## src/rtl/cmo_req_arbiter_pkg.sv

```systemverilog
// Shared CMO request/response types and arbiter definitions used by the
// D-cache CMO port arbiter and its outstanding-request tracker.
package cmo_req_arbiter_pkg;

    localparam int unsigned CMO_ARB_MAX_PORTS = 8;
    localparam int unsigned CMO_TRANS_ID_W    = 4;
    localparam int unsigned CMO_ADDR_W        = 64;

    typedef enum logic [3:0] {
        CMO_CLEAN = 4'd0,
        CMO_FLUSH = 4'd1,
        CMO_INVAL = 4'd2,
        CMO_ZERO  = 4'd3
    } cmo_t;

    typedef struct packed {
        logic                      req;
        logic [CMO_ADDR_W-1:0]     address;
        cmo_t                      cmo_op;
        logic [CMO_TRANS_ID_W-1:0] trans_id;
    } cmo_req_t;

    typedef struct packed {
        logic                      req_ready;
        logic                      ack;
        logic [CMO_TRANS_ID_W-1:0] trans_id;
    } cmo_resp_t;

    typedef enum logic {
        ARB_IDLE   = 1'b0,
        ARB_LOCKED = 1'b1
    } cmo_arb_state_t;

    // Modular increment used for the round-robin search and pointer update.
    function automatic int unsigned cmo_arb_wrap(input int unsigned base,
                                                 input int unsigned offset,
                                                 input int unsigned n);
        return (base + offset) % n;
    endfunction

endpackage

```

## src/rtl/cmo_req_arbiter_fifo.sv

```systemverilog
// In-order FIFO of requester indices, one entry per CMO accepted by the
// cache and not yet acknowledged.
module cmo_outstanding_fifo #(
    parameter int unsigned DEPTH = 4,
    parameter int unsigned WIDTH = 1
) (
    input  logic                     clk_i,
    input  logic                     rst_i,
    input  logic                     push_i,
    input  logic [WIDTH-1:0]         data_i,
    input  logic                     pop_i,
    output logic [WIDTH-1:0]         data_o,
    output logic                     full_o,
    output logic                     empty_o,
    output logic [$clog2(DEPTH):0]   count_o
);
    localparam int unsigned PTR_W = $clog2(DEPTH);
    localparam int unsigned CNT_W = PTR_W + 1;

    logic [WIDTH-1:0] mem_q [DEPTH];
    logic [WIDTH-1:0] mem_d [DEPTH];
    logic [PTR_W-1:0] wr_ptr_q, wr_ptr_d;
    logic [PTR_W-1:0] rd_ptr_q, rd_ptr_d;
    logic [CNT_W-1:0] count_q, count_d;
    logic             do_push, do_pop;

    assign full_o  = (count_q == CNT_W'(DEPTH));
    assign empty_o = (count_q == '0);
    assign do_push = push_i & ~full_o;
    assign do_pop  = pop_i & ~empty_o;
    assign data_o  = mem_q[rd_ptr_q];
    assign count_o = count_q;

    always_comb begin
        mem_d    = mem_q;
        wr_ptr_d = wr_ptr_q;
        rd_ptr_d = rd_ptr_q;
        count_d  = count_q;
        if (do_push) begin
            mem_d[wr_ptr_q] = data_i;
            wr_ptr_d        = wr_ptr_q + 1'b1;
        end
        if (do_pop) begin
            rd_ptr_d = rd_ptr_q + 1'b1;
        end
        case ({do_push, do_pop})
            2'b10:   count_d = count_q + 1'b1;
            2'b01:   count_d = count_q - 1'b1;
            default: count_d = count_q;
        endcase
    end

    always_ff @(posedge clk_i or posedge rst_i) begin
        if (rst_i) begin
            mem_q    <= '{default: '0};
            wr_ptr_q <= '0;
            rd_ptr_q <= '0;
            count_q  <= '0;
        end else begin
            mem_q    <= mem_d;
            wr_ptr_q <= wr_ptr_d;
            rd_ptr_q <= rd_ptr_d;
            count_q  <= count_d;
        end
    end

endmodule

```

## src/rtl/cmo_req_arbiter.sv

```systemverilog
// Round-robin arbiter sharing the D-cache CMO port between requesters, with
// grant lock until accept and in-order routing of cache acks back to origin.
module cmo_req_arbiter
    import cmo_req_arbiter_pkg::*;
#(
    parameter int unsigned NR_PORTS        = 2,
    parameter int unsigned MAX_OUTSTANDING = 4
) (
    input  logic                               clk_i,
    input  logic                               rst_i,
    input  cmo_req_t                           req_i [NR_PORTS],
    output cmo_resp_t                          resp_o [NR_PORTS],
    output cmo_req_t                           dc_req_o,
    input  cmo_resp_t                          dc_resp_i,
    output logic [$clog2(MAX_OUTSTANDING):0]   outstanding_o,
    output logic                               spurious_ack_o
);
    localparam int unsigned PORT_W = $clog2(NR_PORTS);

    cmo_arb_state_t    state_q, state_d;
    logic [PORT_W-1:0] grant_q, grant_d;
    logic [PORT_W-1:0] rr_ptr_q, rr_ptr_d;
    logic              spurious_q, spurious_d;

    logic [PORT_W-1:0] rr_idx, cand_idx, act_idx, head_idx;
    int unsigned       cand;
    logic              rr_found, act_valid, accept;
    logic              fifo_full, fifo_empty, fifo_pop;

    // First requesting port at or after the round-robin pointer.
    always_comb begin
        rr_found = 1'b0;
        rr_idx   = rr_ptr_q;
        cand     = 0;
        cand_idx = '0;
        for (int unsigned i = 0; i < NR_PORTS; i++) begin
            cand     = cmo_arb_wrap(32'(rr_ptr_q), i, NR_PORTS);
            cand_idx = PORT_W'(cand);
            if (!rr_found && req_i[cand_idx].req) begin
                rr_found = 1'b1;
                rr_idx   = cand_idx;
            end
        end
    end

    // A full FIFO blocks issue based on registered occupancy only, so a
    // same-cycle ack never opens a combinational path into the request side.
    always_comb begin
        if (state_q == ARB_LOCKED) begin
            act_idx   = grant_q;
            act_valid = req_i[grant_q].req & ~fifo_full;
        end else begin
            act_idx   = rr_idx;
            act_valid = rr_found & ~fifo_full;
        end
        accept = act_valid & dc_resp_i.req_ready;
    end

    always_comb begin
        state_d    = state_q;
        grant_d    = grant_q;
        rr_ptr_d   = rr_ptr_q;
        spurious_d = spurious_q | (dc_resp_i.ack & fifo_empty);
        if (accept) begin
            rr_ptr_d = PORT_W'(cmo_arb_wrap(32'(act_idx), 1, NR_PORTS));
        end
        case (state_q)
            ARB_IDLE: begin
                if (act_valid && !dc_resp_i.req_ready) begin
                    state_d = ARB_LOCKED;
                    grant_d = act_idx;
                end
            end
            ARB_LOCKED: begin
                if (!req_i[grant_q].req || accept) begin
                    state_d = ARB_IDLE;
                end
            end
            default: state_d = ARB_IDLE;
        endcase
    end

    // The granted port only sees req_ready when its request is actually taken.
    always_comb begin
        dc_req_o = '0;
        if (state_q == ARB_LOCKED || act_valid) begin
            dc_req_o     = req_i[act_idx];
            dc_req_o.req = act_valid;
        end
        fifo_pop = dc_resp_i.ack & ~fifo_empty;
        for (int unsigned p = 0; p < NR_PORTS; p++) begin
            resp_o[p]           = '0;
            resp_o[p].req_ready = accept && (act_idx == PORT_W'(p));
            resp_o[p].ack       = fifo_pop && (head_idx == PORT_W'(p));
            if (resp_o[p].ack) begin
                resp_o[p].trans_id = dc_resp_i.trans_id;
            end
        end
    end

    always_ff @(posedge clk_i or posedge rst_i) begin
        if (rst_i) begin
            state_q    <= ARB_IDLE;
            grant_q    <= '0;
            rr_ptr_q   <= '0;
            spurious_q <= 1'b0;
        end else begin
            state_q    <= state_d;
            grant_q    <= grant_d;
            rr_ptr_q   <= rr_ptr_d;
            spurious_q <= spurious_d;
        end
    end

    assign spurious_ack_o = spurious_q;

    cmo_outstanding_fifo #(
        .DEPTH (MAX_OUTSTANDING),
        .WIDTH (PORT_W)
    ) i_outstanding_fifo (
        .clk_i   (clk_i),
        .rst_i   (rst_i),
        .push_i  (accept),
        .data_i  (act_idx),
        .pop_i   (fifo_pop),
        .data_o  (head_idx),
        .full_o  (fifo_full),
        .empty_o (fifo_empty),
        .count_o (outstanding_o)
    );

endmodule

```

## config.mk

```make
export PLATFORM = sky130hd
export DESIGN_NAME = cmo_req_arbiter
export DESIGN_NICKNAME = d
export VERILOG_FILES = /design/src/rtl/cmo_req_arbiter_pkg.sv /design/src/rtl/cmo_req_arbiter_fifo.sv /design/src/rtl/cmo_req_arbiter.sv
export SDC_FILE = /design/constraint.sdc
export NUM_CORES = 1
export LEC_CHECK = 0
export BUFFER_PORTS_ARGS = -buffer_cell sky130_fd_sc_hd__buf_4
export CAP_MARGIN = 20
export CELL_PAD_IN_SITES_DETAIL_PLACEMENT = 1
export CELL_PAD_IN_SITES_GLOBAL_PLACEMENT = 1
export CORE_ASPECT_RATIO = 1.75
export CORE_MARGIN = 2
export CORE_UTILIZATION = 24
export DETAILED_ROUTE_END_ITERATION = 10
export GPL_TIMING_DRIVEN = 0
export PLACE_DENSITY_LB_ADDON = 0.1
export SYNTH_ARGS = -nofsm -noshare
export SYNTH_HDL_FRONTEND = slang
export SYNTH_SLANG_ARGS = --single-unit
```

## constraint.sdc

```tcl
create_clock -name clk_i -period 4.4 [get_ports clk_i]
set_input_delay 0.88 -clock clk_i [delete_from_list [all_inputs] [get_ports clk_i]]
set_output_delay 0.88 -clock clk_i [all_outputs]
set_load 0.02 [all_outputs]
```

==> flow_summary.ini, run 1 <==
[yosys]
synth.top_cell.area_share = 0.328
ys_ff_latch = 15
synth_flop_cell = dfrtp_1
synthesis.area_um2 = 2290
synth_top_area_cell = mux2i_1
ys_async_sr_fraction = 1.00
synth.area.top_cells = mux2i_1 33%, nand2_1 24%, dfrtp_1 16%, ha_1 2.7%, buf_2 2.4%
ys_types = 33
syn_nets = 485
synth_common_cells = 149 x nand2_1, 75 x mux2i_1, 15 x dfrtp_1
yosys_warnings = 0
synth_seq_area_share = 0.164
synth_edf_count = 0
synth_most_common_cell = nand2_1
netlist_instances = 325
avgSynthCellArea_um2 = 7.05

[power]
ir_drop_mv = 0.263
power_density_nw_per_um2 = 717
leakagePower_uw = 0.00262

[cells_and_area]
antenna-diode-count = 0
nNetsFinal = 732
area_growth_syn_to_layout_pct = 89.4
drive_above_1_share = 0.473
utilization = 0.464

[timing]
drv_slew = 0
setup_violations = 0
setup_tns_ns = 0
worstMarginPinSlew_ns = 0.584
holdWs_ns = 0.456
max_freq_mhz = 302
fin_ws_ns = 1.09
finalCritPeriodShare = 0.753
rsz0062_at_grt = no
final_hold_viol_count = 0
layout_min_cycle_time_ns = 3.31
slew_headroom = 0.610
fin_skew_ns = 0.00313

[grt]
use_met2 = 0.426
grt_busiest_layer = met2
grt_max_degree = 16
grt_overflow = 0
antenna_found_initial = 0
met3_usage = 0.0698
grt_pass1_wl_mm = 17.9
grt_util_met1 = 0.198
grt_pass1_vias = 3555
track_usage = 0.213

[clock_tree]
cts_buffer_depth = 2
cts_hold_buf = 0
cts.sinks = 15
cts.clk_slew.worst_paths_ns = 0.05
post_cts_buffers = 0
clockRootBuffer = clkbuf_16
cts_tree = done
cts_buffers = 3
cts_resized = 0
clkLatencyLatePin_ns = 0.25
htree_levels = 1

[worst_setup_path]
cp-endpoint = dc_req_o[55]
ff2ff_path_depth = 11
worstReg2RegEnd = i_outstanding_fifo.count_o[2]
crit_path_start_kind = input port
r2r_slack_ns = 1.80
required_ns = 3.52
path_max_fanout = 10
critical_path_class = in2out
critPathCaptureType = primary output
crit_arrival_ns = 2.43
cp-startpoint = req_i[72]
r2r-start = i_outstanding_fifo.count_o[0]

[drt]
viasPerCell = 4.71
vias = 3262
drtIter0Drc = 36
avgRoutedWirePerCell_um = 16.5
ant_nets = 0
routed_wl_mm = 11.4
drtPass1Iterations = 4
drc = 0

[flow_run]
maxCapViolCount = 0

[hold_path]
holdCritPathClass = reg2reg

[outcome]
status = finished clean

[place]
place_hpwl_mm = 9.93
place.gp.congestion = 0.829
numPortBuffers = 242
place_ws_ns = 1.07

[floorplan]
die_h_um = 133
rows = 47
start_util = 0.245
die_w_um = 77.9
core_um2 = 9350
io_pins = 243
design.die.area_um2 = 10400
placed cells by master, fill, tap and decap left out, drive strengths merged, types with 2 or more instances in the layout:
cell type / netlist / routed
a31oi: 8 / 8
and2: 3 / 3
and3: 4 / 4
buf: 22 / 264
clkbuf: 5 / 9
dfrtp: 15 / 15
ha: 5 / 5
inv: 8 / 8
mux2: 2 / 2
mux2i: 75 / 75
nand2: 149 / 149
nor2: 7 / 7
nor2b: 2 / 2
o21ai: 3 / 3
xnor2: 3 / 3
xor2: 3 / 3
flip-flops by register name, summed over array words and instances, names as in the netlist:
name,flops
i_outstanding_fifo.mem_q,4
i_outstanding_fifo.count_o,3
i_outstanding_fifo.rd_ptr_q,2
i_outstanding_fifo.wr_ptr_q,2
grant_q,1
rr_ptr_q,1
spurious_ack_o,1
state_q,1
cells by family after synthesis:
kind of cell,count (synthesis),share of synthesized area
multiplexers,78,0.347
AO/OA/AOI/OAI,15,0.0459
flip-flops,15,0.164
adder cells (fa/ha/maj),7,0.0409
buffers and inverters,35,0.0868
XOR/XNOR,6,0.0229
AND/OR/NAND/NOR,169,0.293
worst min path at each step:
stage	start	endpoint	depth (start not counted)	slack, ns
finish	spurious_ack_o	spurious_ack_o	1	0.46
global route	spurious_ack_o	spurious_ack_o	1	0.49
CTS	spurious_ack_o	spurious_ack_o	1	0.46
detailed placement	spurious_ack_o	spurious_ack_o	1	0.45
global placement	spurious_ack_o	spurious_ack_o	1	0.44
floorplan	i_outstanding_fifo.rd_ptr_q[1]	i_outstanding_fifo.rd_ptr_q[1]	1	0.45
report_power, final:
group	leakage [uW]	switching, uW	internal [uW]	total (uW)
clock	0.0000382	54.3	123	177
combinational	0.00241	1490	1170	2650
sequential	0.000172	68.8	211	280
routing by layer:
metal  wire (um)  vias to the layer above  part of all wire
li1            -                     1552                 -
met3        1050                       21             0.092
met1        3570                     1530              0.31
met4         319                        0             0.028
met2        6500                      159              0.57
met5           0                        -                 0
worst max-delay path: stages:
cell     delay [ns]
buf_4          0.13
maj3_2         0.31
mux2i_1        0.12
buf_2          0.23
buf_6          0.20
buf_12         0.16
mux2i_1        0.23
buf_4          0.17
cell type report:
cell class / instances / area (um^2)
sequential: 15 / 375
inverter: 8 / 30.0
clock buffer: 4 / 78.8
buffer: 27 / 169
timing repair buffer: 242 / 1820
fill: 1210 / 5010
multi-input combinational: 275 / 1720
tap: 122 / 153
stage by stage:
stage / power [uW] / instance area, um^2 / cells
2_1_floorplan: 1920 / 2290 / 325
3_3_place_gp: 2920 / 4260 / 689
3_5_place_dp: 2970 / 4260 / 689
4_1_cts: 3160 / 4340 / 693
5_1_grt: 3330 / 4340 / 693
6_report: 3110 / 4340 / 693
No activity file was read; power rests on OpenSTA's default activity.
==> run 2: changes to the inputs <==
--- a/config.mk
+++ b/config.mk
@@ -11,7 +11,7 @@
 export CELL_PAD_IN_SITES_GLOBAL_PLACEMENT = 1
 export CORE_ASPECT_RATIO = 1.75
 export CORE_MARGIN = 2
-export CORE_UTILIZATION = 24
+export CORE_UTILIZATION = 22
 export DETAILED_ROUTE_END_ITERATION = 10
 export GPL_TIMING_DRIVEN = 0
 export PLACE_DENSITY_LB_ADDON = 0.1
==> constraint.sdc (replaced) <==
create_clock -name clk_i -period 3.25 [get_ports clk_i]
set_input_delay 0.65 -clock clk_i [delete_from_list [all_inputs] [get_ports clk_i]]
set_output_delay 0.65 -clock clk_i [all_outputs]
set_load 0.02 [all_outputs]
==> run 2 against run 1 <==
Compared with the run above:
- via count shrank 1.7%
- largest power group unchanged
- routed wire length about the same
- clock skew increased by 0.0010 ns
- highest routed layer unchanged
- critical endpoint is now dc_req_o[58]
- worst setup slack worse by 0.70 ns
- clock power up 36%
==> flow_summary.ini, run 2 (synthesized netlist as in run 1, its figures left out) <==
[worst_setup_path]
cp-startpoint = i_outstanding_fifo.count_o[0]
cpPeakStageDelay_ns = 0.43
worstReg2RegEnd = i_outstanding_fifo.count_o[2]
critical_path_class = reg2out
path_delay_family = buffers and inverters
slowest_stage = dfrtp_1
crit_buf_inv = 4
cp-endpoint = dc_req_o[58]
crit_arrival_ns = 2.22
crit_chain = nor3b_2 > o21bai_1 > buf_2 > buf_4 > buf_2 > nand2_1 > mux2i_1 > buf_4
r2r_slack_ns = 0.71
worst-path-stages = 8
ff2ff_path_depth = 11
required_ns = 2.60
r2r-start = i_outstanding_fifo.count_o[0]
critPathCaptureType = primary output
crit_path_start_kind = flip-flop
path_max_fanout = 10

[grt]
met3_usage = 0.0599
grt_util_met1 = 0.180
track_usage = 0.195
grt_pass1_vias = 3459
grt_overflow = 0
use_met2 = 0.390
antenna_found_initial = 0
grt_pass1_wl_mm = 17.3
grt_busiest_layer = met2
grt_max_degree = 16

[cells_and_area]
largest_register = i_outstanding_fifo.mem_q
area_growth_syn_to_layout_pct = 89.7
register_area_um2 = 375
fill_cells = 1316
multiInputGateArea_um2 = 1720
final_area_um2 = 4350
largest_reg_flops = 4
utilization = 0.425
antenna-diode-count = 0
layout_commonest_cell = buf_4
final_cell_mix = 247 x buf_4, 149 x nand2_1, 75 x mux2i_1
drive_above_1_share = 0.475
nNetsFinal = 732

[clock_tree]
cts_tree = done
cts.clk_slew.worst_paths_ns = 0.05
clkLatencyLatePin_ns = 0.25
post_cts_buffers = 0
cts.sinks = 15
cts_buffers = 3
clockRootBuffer = clkbuf_16
cts_hold_buf = 0
htree_levels = 1
cts_buffer_depth = 2
cts_resized = 0

[drt]
routed_wl_mm = 11.4
drtPass1Iterations = 4
drc = 0
vias = 3205
viasPerCell = 4.59
ant_nets = 0
drtIter0Drc = 66
avgRoutedWirePerCell_um = 16.4

[hold_path]
holdCritPathClass = in2async

[floorplan]
start_util = 0.224
design.die.area_um2 = 11300
rows = 49
die_w_um = 81.2
io_pins = 243
core_um2 = 10200
die_h_um = 139

[power]
leakagePower_uw = 0.00263
power_density_nw_per_um2 = 969
ir_drop_mv = 0.390

[timing]
setup_violations = 0
finalCritPeriodShare = 0.882
final_hold_viol_count = 0
max_freq_mhz = 349
rsz0062_at_grt = no
slew_headroom = 0.601
drv_slew = 0
fin_skew_ns = 0.00417
fin_ws_ns = 0.382
layout_min_cycle_time_ns = 2.87
holdWs_ns = 0.476
setup_tns_ns = 0
worstMarginPinSlew_ns = 0.598

[place]
place_ws_ns = 0.378
place.gp.congestion = 0.800
place_hpwl_mm = 9.99
place_area_um2 = 4270
numPortBuffers = 242

[outcome]
status = finished clean

[flow_run]
maxCapViolCount = 0
## run 2: cell count changes in the layout (fill, tap and decap cells not counted), sizes merged
cell / change
clkinv: +1
clkbuf: -1
## run 2: worst min-delay path by stage
stage	startpoint	endpoint	slack, ns	cells past startpoint
floorplan	i_outstanding_fifo.rd_ptr_q[1]	i_outstanding_fifo.rd_ptr_q[1]	0.45	1
global placement	spurious_ack_o	spurious_ack_o	0.45	1
detailed placement	spurious_ack_o	spurious_ack_o	0.46	1
CTS	spurious_ack_o	spurious_ack_o	0.48	1
global route	spurious_ack_o	spurious_ack_o	0.48	1
finish	rst_i	i_outstanding_fifo.count_o[1]	0.48	2
## run 2: per-stage QoR
stage | power (uW) | instances
2_1_floorplan | 2600 | 325
3_3_place_gp | 3960 | 694
3_5_place_dp | 4030 | 694
4_1_cts | 4290 | 698
5_1_grt | 4500 | 698
6_report | 4210 | 698
## run 2: routing by layer
metal / vias up / share of wire
li1: 1551 / -
met1: 1493 / 0.33
met2: 143 / 0.57
met3: 18 / 0.082
met4: 0 / 0.024
met5: - / 0
## run 2: worst reg2reg max path: cells and delay by family (launching register included)
kind | cells | cell delay (ns)
and+or+nand+nor | 3 | 0.75
adders and majority gates | 2 | 0.56
DFF | 1 | 0.43
buffers and inverters | 3 | 0.30
xor gates and xnor gates | 2 | 0.30
AOI/OAI and AO/OA | 1 | 0.13
## run 2: layout make-up
class / instances / area share
multi-input combinational: 275 / 0.395
inverter: 8 / 0.00691
tap: 127 / 0.0365
sequential: 15 / 0.0863
timing repair buffer: 242 / 0.418
buffer: 27 / 0.0388
clock inverter: 1 / 0.00115
clock buffer: 3 / 0.0173
## run 2: power by group
group / switching (uW) / internal, uW / leakage [uW]
combinational: 2020 / 1580 / 0.00241
clock: 76.3 / 164 / 0.0000409
sequential: 91.5 / 286 / 0.000172
